[src/rtl/debug_text_pkg.sv]
// Shared definitions for the debug text overlay blocks: FSM states, ASCII anchors, line length.
// Build option: DEBUG_HEX_SEPARATOR_EN adds the group-separator state and lengthens each line.
package debug_text_pkg;

    typedef enum logic [1:0] {
        ST_IDLE  = 2'd0,
        ST_DIGIT = 2'd1,
        ST_EOL   = 2'd3
`ifdef DEBUG_HEX_SEPARATOR_EN
        ,
        ST_SEP   = 2'd2
`endif
    } state_e;

    localparam logic [7:0] ASCII_ZERO = 8'h30;
    localparam logic [7:0] ASCII_UPPER_A = 8'h41;

`ifdef DEBUG_HEX_SEPARATOR_EN
    localparam int DEBUG_LINE_CHARS = 20;
`else
    localparam int DEBUG_LINE_CHARS = 17;
`endif

endpackage

[src/rtl/debug_hex_digit.sv]
// Combinational nibble to uppercase ASCII hex encoder, shared by the overlay text blocks.
module debug_hex_digit
    import debug_text_pkg::*;
(
    input  logic [3:0] nib_i,
    output logic [7:0] char_o
);

    always_comb begin
        if (nib_i < 4'd10) begin
            char_o = ASCII_ZERO + {4'h0, nib_i};
        end else begin
            char_o = ASCII_UPPER_A + {4'h0, nib_i - 4'd10};
        end
    end

endmodule

[src/rtl/debug_hex_streamer.sv]
// Snapshots NUM_LINES 64-bit debug words on inFrameStart and streams them as ASCII hex lines.
// Build option: define DEBUG_HEX_SEPARATOR_EN to insert CHAR_SEPARATOR between 4-digit groups.
module debug_hex_streamer
    import debug_text_pkg::*;
#(
    parameter int         NUM_LINES      = 5,
    parameter logic [7:0] CHAR_NEWLINE   = 8'h0A,
    parameter logic [7:0] CHAR_SEPARATOR = 8'h20
) (
    input  logic        clock,
    input  logic        reset,
    input  logic        inFrameStart,
    input  logic [63:0] inDebug [NUM_LINES-1:0],
    output logic        outCharValid,
    output logic [7:0]  outChar,
    input  logic        inCharReady,
    output logic        outLineEnd,
    output logic        outBusy,
    output logic [7:0]  outDroppedFrames
);

    localparam logic [2:0] LAST_LINE = 3'(NUM_LINES - 1);

    if (NUM_LINES < 1 || NUM_LINES > 8) begin : g_bad_num_lines
        $error("debug_hex_streamer: NUM_LINES must be 1..8");
    end
    if (CHAR_SEPARATOR == CHAR_NEWLINE) begin : g_bad_separator
        $error("debug_hex_streamer: separator must differ from newline");
    end

    state_e      state_q, state_d;
    logic [2:0]  line_q, line_d;
    logic [3:0]  digit_q, digit_d;
    logic [63:0] snap_q [NUM_LINES-1:0];
    logic        valid_q, eol_q, busy_q;
    logic [7:0]  char_q, char_d;
    logic [7:0]  drop_q;

    logic        capture;
    logic        xfer;
    logic [63:0] word_sel;
    logic [3:0]  nib_sel;
    logic [7:0]  nib_char;

    assign xfer    = valid_q & inCharReady;
    assign capture = (state_q == ST_IDLE) && inFrameStart;

    always_comb begin
        state_d = state_q;
        line_d  = line_q;
        digit_d = digit_q;
        case (state_q)
            ST_IDLE: begin
                if (inFrameStart) begin
                    line_d  = 3'd0;
                    digit_d = 4'd15;
                    state_d = ST_DIGIT;
                end
            end
            ST_DIGIT: begin
                if (xfer) begin
                    if (digit_q == 4'd0) begin
                        state_d = ST_EOL;
                    end else begin
                        digit_d = digit_q - 4'd1;
`ifdef DEBUG_HEX_SEPARATOR_EN
                        if (digit_q == 4'd12 || digit_q == 4'd8 || digit_q == 4'd4) begin
                            state_d = ST_SEP;
                        end
`endif
                    end
                end
            end
`ifdef DEBUG_HEX_SEPARATOR_EN
            ST_SEP: begin
                if (xfer) begin
                    state_d = ST_DIGIT;
                end
            end
`endif
            ST_EOL: begin
                if (xfer) begin
                    if (line_q == LAST_LINE) begin
                        state_d = ST_IDLE;
                    end else begin
                        line_d  = line_q + 3'd1;
                        digit_d = 4'd15;
                        state_d = ST_DIGIT;
                    end
                end
            end
            default: state_d = ST_IDLE;
        endcase
    end

    // The character register is loaded from the next state, so on the capture cycle the
    // first digit has to come straight from inDebug rather than the not-yet-written snapshot.
    always_comb begin
        word_sel = snap_q[0];
        for (int i = 0; i < NUM_LINES; i++) begin
            if (line_d == 3'(i)) begin
                word_sel = snap_q[i];
            end
        end
        if (capture) begin
            word_sel = inDebug[0];
        end
        nib_sel = word_sel[{digit_d, 2'b00} +: 4];
    end

    debug_hex_digit u_hex_digit (
        .nib_i  (nib_sel),
        .char_o (nib_char)
    );

    always_comb begin
        char_d = 8'h00;
        case (state_d)
            ST_DIGIT: char_d = nib_char;
`ifdef DEBUG_HEX_SEPARATOR_EN
            ST_SEP:   char_d = CHAR_SEPARATOR;
`endif
            ST_EOL:   char_d = CHAR_NEWLINE;
            default:  char_d = 8'h00;
        endcase
    end

    always_ff @(posedge clock) begin
        if (reset) begin
            state_q <= ST_IDLE;
            line_q  <= 3'd0;
            digit_q <= 4'd0;
            valid_q <= 1'b0;
            char_q  <= 8'h00;
            eol_q   <= 1'b0;
            busy_q  <= 1'b0;
            drop_q  <= 8'h00;
        end else begin
            state_q <= state_d;
            line_q  <= line_d;
            digit_q <= digit_d;
            valid_q <= (state_d != ST_IDLE);
            char_q  <= char_d;
            eol_q   <= (state_d == ST_EOL);
            busy_q  <= (state_d != ST_IDLE);
            if (inFrameStart && (state_q != ST_IDLE) && (drop_q != 8'hFF)) begin
                drop_q <= drop_q + 8'd1;
            end
        end
    end

    always_ff @(posedge clock) begin
        if (capture) begin
            snap_q <= inDebug;
        end
    end

    assign outCharValid     = valid_q;
    assign outChar          = char_q;
    assign outLineEnd       = eol_q;
    assign outBusy          = busy_q;
    assign outDroppedFrames = drop_q;

endmodule

[config.mk]
export PLATFORM = sky130hd
export DESIGN_NAME = debug_hex_streamer
export DESIGN_NICKNAME = d
export VERILOG_FILES = /design/src/rtl/debug_text_pkg.sv /design/src/rtl/debug_hex_digit.sv /design/src/rtl/debug_hex_streamer.sv
export SDC_FILE = /design/constraint.sdc
export NUM_CORES = 1
export LEC_CHECK = 0
export ABC_AREA = 1
export BUFFER_PORTS_ARGS = -buffer_cell sky130_fd_sc_hd__buf_2
export CAP_MARGIN = 20
export CORE_MARGIN = 2
export CORE_UTILIZATION = 25
export CTS_CLUSTER_DIAMETER = 40
export DETAILED_ROUTE_END_ITERATION = 7
export PLACE_DENSITY_LB_ADDON = 0.08
export SETUP_SLACK_MARGIN = 0.02
export SLEW_MARGIN = 10
export SYNTH_ARGS = -nofsm -noshare
export SYNTH_HDL_FRONTEND = slang
export SYNTH_SLANG_ARGS = --single-unit
[constraint.sdc]
create_clock -name clock -period 16.3 [get_ports clock]
set_clock_uncertainty 0.05 [all_clocks]
set_input_delay 2.445 -clock clock [delete_from_list [all_inputs] [get_ports clock]]
set_output_delay 2.445 -clock clock [all_outputs]
set_load 0.05 [all_outputs]
Yosys cells after proc, flatten, opt, wreduce, memory -nomap -nowiden
Cells that the tools add are included.
{"block": "word_totals", "regBits": 347, "latchBits": 0, "ram_bits": 0, "mem_bits_ro": 0, "word_cells": 61, "n_memories": 0}
{"block": "classes", "addsub": 6, "multipliers": 0, "div_mod_pow": 0, "magnitude_cmp": 1, "n_eq_ne": 10, "shifts": 1, "n_mux": 23, "bitwise": 1, "n_reduce_logical": 7}
{"op": "two-way mux 64 bit", "n": 5}
{"op": "variable part select 64 x 7 -> 4 bit", "n": 1}
{"op": "two-way mux 4 bit", "n": 5}
{"op": "one-hot mux 8 bit (2 select lines)", "n": 1}
{"op": "one-hot mux 4 bit (3 select lines)", "n": 1}
{"op": "two-way mux 3 bit", "n": 3}
{"op": "adder 7 x 4 -> 8 bit, first input constant", "n": 1}
{"op": "adder 8 x 1 -> 8 bit, second input constant", "n": 1}
{"op": "two-way mux 2 bit", "n": 4}
{"op": "two-way mux 8 bit", "n": 1}
{"op": "inequality test 8 bit, second input constant", "n": 1}
{"op": "adder 6 x 4 -> 7 bit, first input constant", "n": 1}
{"op": "equality test 3 x 2 -> 1 bit, second input constant", "n": 2}
{"op": "equality test 3 bit, second input constant", "n": 2}
{"op": "one-hot mux 2 bit (3 select lines)", "n": 1}
{"op": "one-hot mux 3 bit (2 select lines)", "n": 1}
{"op": "equality test 2 x 1 -> 1 bit, second input constant", "n": 2}
{"op": "equality test 2 bit, second input constant", "n": 2}
{"op": "logical NOT 4 bit", "n": 1}
{"op": "< comparator 4 bit, second input constant", "n": 1}
{"op": "nonzero test 2 bit", "n": 2}
{"op": "subtractor 4 x 1 -> 4 bit, second input constant", "n": 1}
{"op": "subtractor 4 bit, second input constant", "n": 1}
{"op": "adder 3 x 1 -> 3 bit, second input constant", "n": 1}
{"op": "5 further kinds", "n": 7}

Depth between registers and ports, before layout
Gate-level depths: netlist (run 1).
{"block": "logic_depth", "word_depth": 15, "ltp_mapped": 32, "ltp_nobuf": 30}

Hierarchy
A second synthesis (run 1) with hierarchy kept.
{"block": "unflattened", "cells_unflattened": 1611, "hier_area_um2": 15680.0}
{"mod": "debug_hex_streamer", "instances": 1, "cells_each": 1581, "area_per_inst_um2": 15529.9, "seq_area_each_um2": 10149.7}
{"mod": "debug_hex_digit", "instances": 1, "cells_each": 30, "area_per_inst_um2": 150.1, "seq_area_each_um2": 0.0}

Worst setup path after synthesis (run 1)
No wires, ideal clock.
{"block": "synth_path", "path_kind": "in2reg", "from": "input inFrameStart", "to": "register char_q[2], in the netlist outChar[2]", "arrival_ns": 13.106, "required_ns": 16.135, "slack_ns": 3.029, "cell_stages": 17, "path_buffers": 2, "cell_sequence": "nand2_1 inv_1 clkbuf_1 buf_1 a21oi_1 nand2_1 nand3_1 nand3_1 nand2_1 nand2_1 nand2_1 nand2_2 nand2_2 inv_2 nand3_1 nand2_1 nor2_1"}
{"element": "start, declared", "line": "debug_hex_streamer.sv:12", "text": "input logic inFrameStart,"}
{"element": "logical AND 1 bit (*)", "line": "debug_hex_streamer.sv:46", "text": "assign capture = (state_q == ST_IDLE) && inFrameStart;"}
{"element": "via capture", "line": "debug_hex_streamer.sv:39", "text": "logic capture;"}
{"element": "two-way mux 64 bit (*)", "line": "debug_hex_streamer.sv:105", "text": "if (capture) begin"}
{"element": "variable part select 64 x 7 -> 4 bit (*)", "line": "debug_hex_streamer.sv:108", "text": "nib_sel = word_sel[{digit_d, 2'b00} +: 4];"}
{"element": "subtractor 4 bit", "line": "debug_hex_digit.sv:13", "text": "char_o = ASCII_UPPER_A + {4'h0, nib_i - 4'd10};"}
{"element": "adder 7 x 4 -> 8 bit", "line": "debug_hex_digit.sv:13"}
{"element": "two-way mux 8 bit (*)", "line": "debug_hex_digit.sv:10", "text": "if (nib_i < 4'd10) begin"}
{"element": "one-hot mux 8 bit (2 select lines) (*)", "line": "debug_hex_streamer.sv:118", "text": "case (state_d)"}
{"element": "end signal, assigned", "line": "debug_hex_streamer.sv:143", "text": "char_q <= char_d;"}
{"element": "end, declared", "line": "debug_hex_streamer.sv:36", "text": "logic [7:0] char_q, char_d;"}
The timed path passes the listed nets; every way through them passes the cells marked *.
A chain may end at the register's enable or synchronous reset.

Worst setup path after layout (run 1)
{"block": "layout_path", "from": "input inCharReady", "to": "register char_q[2], in the netlist outChar[2]"}
{"block": "layout_between", "elab_chain_len": 14}
{"element": "start, declared", "line": "debug_hex_streamer.sv:16", "text": "input logic inCharReady,"}
{"element": "AND 1 bit (*)", "line": "debug_hex_streamer.sv:45", "text": "assign xfer = valid_q & inCharReady;"}
{"element": "two-way mux 3 bit", "line": "debug_hex_streamer.sv:82", "text": "if (xfer) begin"}
{"element": "one-hot mux 3 bit (2 select lines)", "line": "debug_hex_streamer.sv:52", "text": "case (state_q)"}
{"element": "equality test 3 x 1 -> 1 bit", "line": "debug_hex_streamer.sv:101", "text": "if (line_d == 3'(i)) begin"}
{"element": "two-way mux 64 bit (4 in a row)", "line": "debug_hex_streamer.sv:101"}
{"element": "two-way mux 64 bit", "line": "debug_hex_streamer.sv:105"}
{"element": "variable part select 64 x 7 -> 4 bit", "line": "debug_hex_streamer.sv:108"}
{"element": "subtractor 4 bit", "line": "debug_hex_digit.sv:13"}
{"element": "adder 7 x 4 -> 8 bit", "line": "debug_hex_digit.sv:13"}
{"element": "two-way mux 8 bit", "line": "debug_hex_digit.sv:10"}
{"element": "one-hot mux 8 bit (2 select lines) (*)", "line": "debug_hex_streamer.sv:118"}
Mark *: on every way between the ends. The rest lies on a longest branch, timed or not.

==> metrics.txt, run 1 <==
Sink Count 346; die area 64,090 um2; CP max FO 37; GPL Wtd Cong 0.8146; CP Launch Type input port; share of cells above drive strength 1 27.69%; Req. time, crit path 16.73 ns; largest net degree at the start of global routing 142; Setup Total Neg Slack 0 ns; total detailed-routing wirelength 58,200 um; worst-margin pin slew 0.9664 ns; via count 12,288; internal power component 2.285 mW; post-CTS setup repair buffer count 0; Avg WL per Cell 20.97 um; VDD IR max 0.06116 mV; Seq pwr share 35.3%; final worst path period share 38.17%; post-route ant nets 0; CTS buffer count 79; CTS clk-pin slew, worst paths 0.04 ns; Crit. Startpoint inCharReady; Clock Path Buffers 3; Slew headroom 35.58%; Cells after Synth 1,517; Lkg Pwr 8.747 nW; clk_lat worst skew 0.60 ns; number of global-route vias before repair 12,602; Yosys cell types 45; ANT cells 0; maxcap violations 0; power share of the clock group 54.2%; post-CTS sizing 0; H-tree depth 3; Core Region 61,600 um2; hpwl dp 39,730 um; final design utilization 33.75%; min-delay src outDroppedFrames[4]; gr ovfl total 0; Worst R2R Start state_q[0]; most frequent cells in the layout nand2_1 (357), buf_2 (341), edfxtp_1 (320); WP data arrival 6.65 ns; sw power 0.7871 mW; min cycle time layout 6.222 ns; port bufs 341; Cell Area, Synth 15,520 um2; DRC Markers 0; setup violators final 0; Ports 343; Final Power 3.072 mW; DRT Pass-1 Iters 5; Setup crit end kind flop; Synth-to-Final Area Change 33.92%; CTS Hold Buffers Added 0; Die Wd 253.2 um; sequential-to-total area share from yosys stat 65.26%; Vias/cell 4.427; Inst Count DP 2,629; initial antenna violation count 10; die height 253.2 um; GRT Overall Usage 18.12%; fin. max-slew vios 0; mean post-synth cell area 10.23 um2; pwr dens 147.8 nW/um2; status finished, final reports clean; critical path type input port to flop; floorplan row count 91; RSZ-0062 raised after global routing no; CTS tree done; worst min path class flop to flop; syn_nets 1,850; Final Non-Filler Cells 2,776; fmax 160.7 MHz; Initial Util 25.20%; most area-hungry cell type in the Yosys netlist edfxtp_1; post-synth top area share 61.91%; first-pass GRT wire length 84,150 um; Comb power frac 10.5%; commonest non-fill, non-tap cell in the layout nand2_1; synthesized flop and latch total 346; iteration-0 DRC count of the detailed router 799; Final Hold Viols 0; Synth area leaders edfxtp_1 (62%), nand2_1 (8.7%), nand3_1 (6.1%); switching share of power 25.62%; Fin Hold WS 0.4242 ns; root buf cell clkbuf_16; Ys Warns 0; post-layout net count 2,206
layer usage:
layer  global-route usage (%)  share of wire, %  wire (um)  vias up
met3                    4.410               5.4       3146      103
met2                    30.38                49      28380      336
met5                        0              0.11         63        -
met4                    5.055               2.2       1285       10
li1                         -                 -          -     5952
met1                    23.22                44      25320     5887
critical path, stage by stage:
cell and delay (ns):
buf_2 0.12, nand2_2 0.15, inv_4 0.08, nand3_1 0.09, nand3_2 0.08, a21oi_4 0.13
buf_4 0.49, nand3_4 0.61, clkinv_1 0.18, buf_4 0.44, nor2_1 0.15, o21ai_0 0.11
nand2_1 0.08, nand2_1 0.12, a21oi_1 0.08, o21ai_1 0.11, nand3_1 0.10, nand3_1 0.11
nand3_1 0.06, nand2_1 0.15, inv_1 0.06, ha_1 0.20, nand3b_1 0.15, nand2_1 0.07
inv_1 0.05, a21oi_1 0.14, nor2_1 0.06
registers in the layout, summed over array words and instances, names as in the netlist:
register,count
outLineEnd,1
digit_q,4
state_q,2
snap_q,320
outDroppedFrames,8
line_q,3
outBusy,1
outChar,7
power groups by stage:
stage / clock, mW / sequential [mW] / combinational [mW]
after floorplan: 0 / 1.13 / 0.176
after global placement: 0 / 1.10 / 0.331
after detailed placement: 0 / 1.10 / 0.331
after CTS: 1.70 / 1.09 / 0.332
after global routing: 1.74 / 1.09 / 0.365
final: 1.66 / 1.08 / 0.324
cell type report:
class,instances,area [um2]
Multi-Input combinational cell,1005,4644
Timing Repair Buffer,358,1847
Sequential cell,346,10130
Clock inverter,59,678.2
Inverter,83,322.8
Tap cell,837,1047
Fill cell,6366,40810
Clock buffer,88,2117
synth_stat cells, drive strengths merged:
cell and number:
a211oi 1, a21boi 1, a21oi 106, a311oi 1
a31oi 1, buf 61, clkbuf 22, conb 1
dfxtp 26, edfxtp 320, ha 9, inv 83
nand2 367, nand3 192, nand3b 21, nand4 3
nor2 212, nor3 2, nor3b 1, nor4 2
o2111ai 1, o211ai 6, o21ai 51, o221ai 1
o22ai 2, o311ai 1, o31ai 6, or2 17
final timing paths:
| kind | endpoint | slack (ns) | cells after the start |
|---|---|---|---|
| max reg2reg | outChar[2] | 11.33 | 23 |
| min reg2reg | outDroppedFrames[4] | 0.42 | 1 |
| min | outDroppedFrames[4] | 0.42 | 1 |
| max | outChar[2] | 10.08 | 27 |
metrics by stage:
| step | worst slack, ns | area (um2) |
|---|---|---|
| floorplan | 3.029 | 15520 |
| global placement | 9.284 | 17990 |
| detailed placement | 9.343 | 17990 |
| CTS | 9.966 | 20790 |
| finish | 10.08 | 20790 |
| global route | 9.639 | 20790 |
cell families after synthesis:
kind of cell / Yosys count / share of synthesized area, %
compound gates: 178 / 6.223
fa+ha+maj: 9 / 0.7255
buf+inv: 166 / 4.998
flops: 346 / 65.26
other cells: 1 / 0.02416
simple gates: 817 / 22.77
Note: power is estimated with default switching activity, not from simulation.
==> run 2: changes to the inputs <==
==> constraint.sdc (replaced) <==
create_clock -name clock -period 6.2 [get_ports clock]
set_clock_uncertainty 0.05 [all_clocks]
set_input_delay 0.93 -clock clock [delete_from_list [all_inputs] [get_ports clock]]
set_output_delay 0.93 -clock clock [all_outputs]
set_load 0.05 [all_outputs]
==> run 2 against run 1 <==
  * Combinational power increased to 2.7 times the previous value
  * Sequential power increased to 2.6 times the previous value
  * Design area decreased by 0.32%
  * Largest power group unchanged
  * First-iteration DRC count decreased by 5.5%
  * Hold slack about the same
==> metrics.txt, run 2 (synthesized netlist as in run 1, its figures left out) <==
post-layout net count 2,206; Largest register FFs 320; Avg WL per Cell 20.38 um; clk_lat worst skew 0.61 ns; worst-margin pin slew 0.9508 ns; commonest non-fill, non-tap cell in the layout nand2_1; DRT Pass-1 Iters 5; WP data arrival 4.87 ns; die height 253.2 um; Ports 343; Slew headroom 36.61%; RSZ-0062 raised after global routing no; worst min path class flop to flop; min cycle time layout 4.456 ns; floorplan row count 91; worst setup margin 1.744 ns; iteration-0 DRC count of the detailed router 755; GPL Wtd Cong 0.8144; share of cells above drive strength 1 27.51%; Initial Util 25.20%; Fillers 6,419; Vias/cell 4.423; Comb power frac 11.1%; CTS tree done; pwr dens 383.5 nW/um2; status finished, final reports clean; maxcap violations 0; fin. max-slew vios 0; switching share of power 25.85%; largest net degree at the start of global routing 148; multi-input logic area 4644 um2; Die Wd 253.2 um; fmax 224.4 MHz; DRC Markers 0; Sink Count 346; CTS clk-pin slew, worst paths 0.04 ns; Finished Cell Area 20,720 um2; total detailed-routing wirelength 56,500 um; post-CTS sizing 0; internal power component 5.891 mW; critical path type flop to flop; number of global-route vias before repair 12,713; post-route ant nets 0; power share of the clock group 53.1%; Top reg by flops snap_q; Core Region 61,600 um2; CTS Hold Buffers Added 0; first-pass GRT wire length 81,950 um; CP max FO 70; Seq pwr share 35.8%; Clock Path Buffers 3; GRT Overall Usage 17.57%; via count 12,261; initial antenna violation count 6; root buf cell clkbuf_16; Setup crit end kind flop; gr ovfl total 0; VDD IR max 0.1592 mV; Final Hold Viols 0; Setup Total Neg Slack 0 ns; Synth-to-Final Area Change 33.49%; Req. time, crit path 6.62 ns; port bufs 341; most frequent cells in the layout nand2_1 (357), buf_2 (341), edfxtp_1 (320); final worst path period share 71.87%; die area 64,090 um2; CP Launch Type flop; Lkg Pwr 8.712 nW; Register Area 10,130 um2; post-CTS setup repair buffer count 0; pre-CTS WS 1.338 ns; Fin Hold WS 0.4244 ns; setup violators final 0; hpwl dp 38,350 um; Cell Area, Placed 18,050 um2; H-tree depth 3; CTS buffer count 74; sw power 2.054 mW
run 2: final timing paths:
| check | from | endpoint | slack (ns) | cells past startpoint |
|---|---|---|---|---|
| hold / removal | outDroppedFrames[4] | outDroppedFrames[4] | 0.42 | 1 |
| setup / recovery | state_q[0] | outChar[2] | 1.74 | 27 |
| setup reg to reg | state_q[0] | outChar[2] | 1.74 | 27 |
| hold reg to reg | outDroppedFrames[4] | outDroppedFrames[4] | 0.42 | 1 |
run 2: power by group through the flow:
stage	sequential, mW	combinational, mW	clock (mW)
2_1_floorplan	2.92	0.461	0
3_3_place_gp	2.89	0.906	0
3_5_place_dp	2.89	0.898	0
4_1_cts	2.85	0.903	4.32
5_1_grt	2.86	0.988	4.42
6_report	2.85	0.880	4.22
run 2: final cells by class:
cell class	count	area share, %
clock buffer	81	9.269
multi-input combinational	1005	22.42
timing repair buffer	363	9.215
antenna	1	0.01208
inverter	83	1.558
clock inverter	56	3.587
sequential	346	48.89
tap	837	5.054
run 2: layer usage:
layer  vias up  wire length (um)  share of wire [%]  track usage (%)
li1       5954                 -                  -                -
met1      5833             24960                 44            22.94
met2       383             27140                 48            29.04
met3        85              3070                5.4            3.721
met4         6              1295                2.3            5.579
met5         -                37              0.065                0
run 2: worst max-delay path, stage by stage (launching register included):
cell     delay (ns)
dfxtp_1        0.39
inv_1          0.10
ha_1           0.34
inv_1          0.07
nand2_1        0.07
nand3_1        0.07
nand2_1        0.06
nand2_1        0.08
nand2_4        0.15
inv_2          0.20
nor3_4         0.23
buf_4          0.68
buf_4          0.48
a21oi_1        0.07
nand2_1        0.12
nand2_1        0.07
nand2_1        0.07
nand3_1        0.07
nand2_1        0.10
nand3_1        0.11
nand2_1        0.09
nand2_1        0.06
nand2_2        0.13
nand2_2        0.11
inv_2          0.12
nand3_1        0.08
nand2_1        0.06
nor2_1         0.04
run 2: per-stage QoR:
step / total power, mW / util (%) / std cells
floorplan: 3.382 / - / 1517
global placement: 3.799 / 29.31 / 2634
detailed placement: 3.787 / 29.31 / 2634
CTS: 8.073 / 33.63 / 2771
global route: 8.264 / 33.64 / 2772
finish: 7.946 / 33.64 / 2772
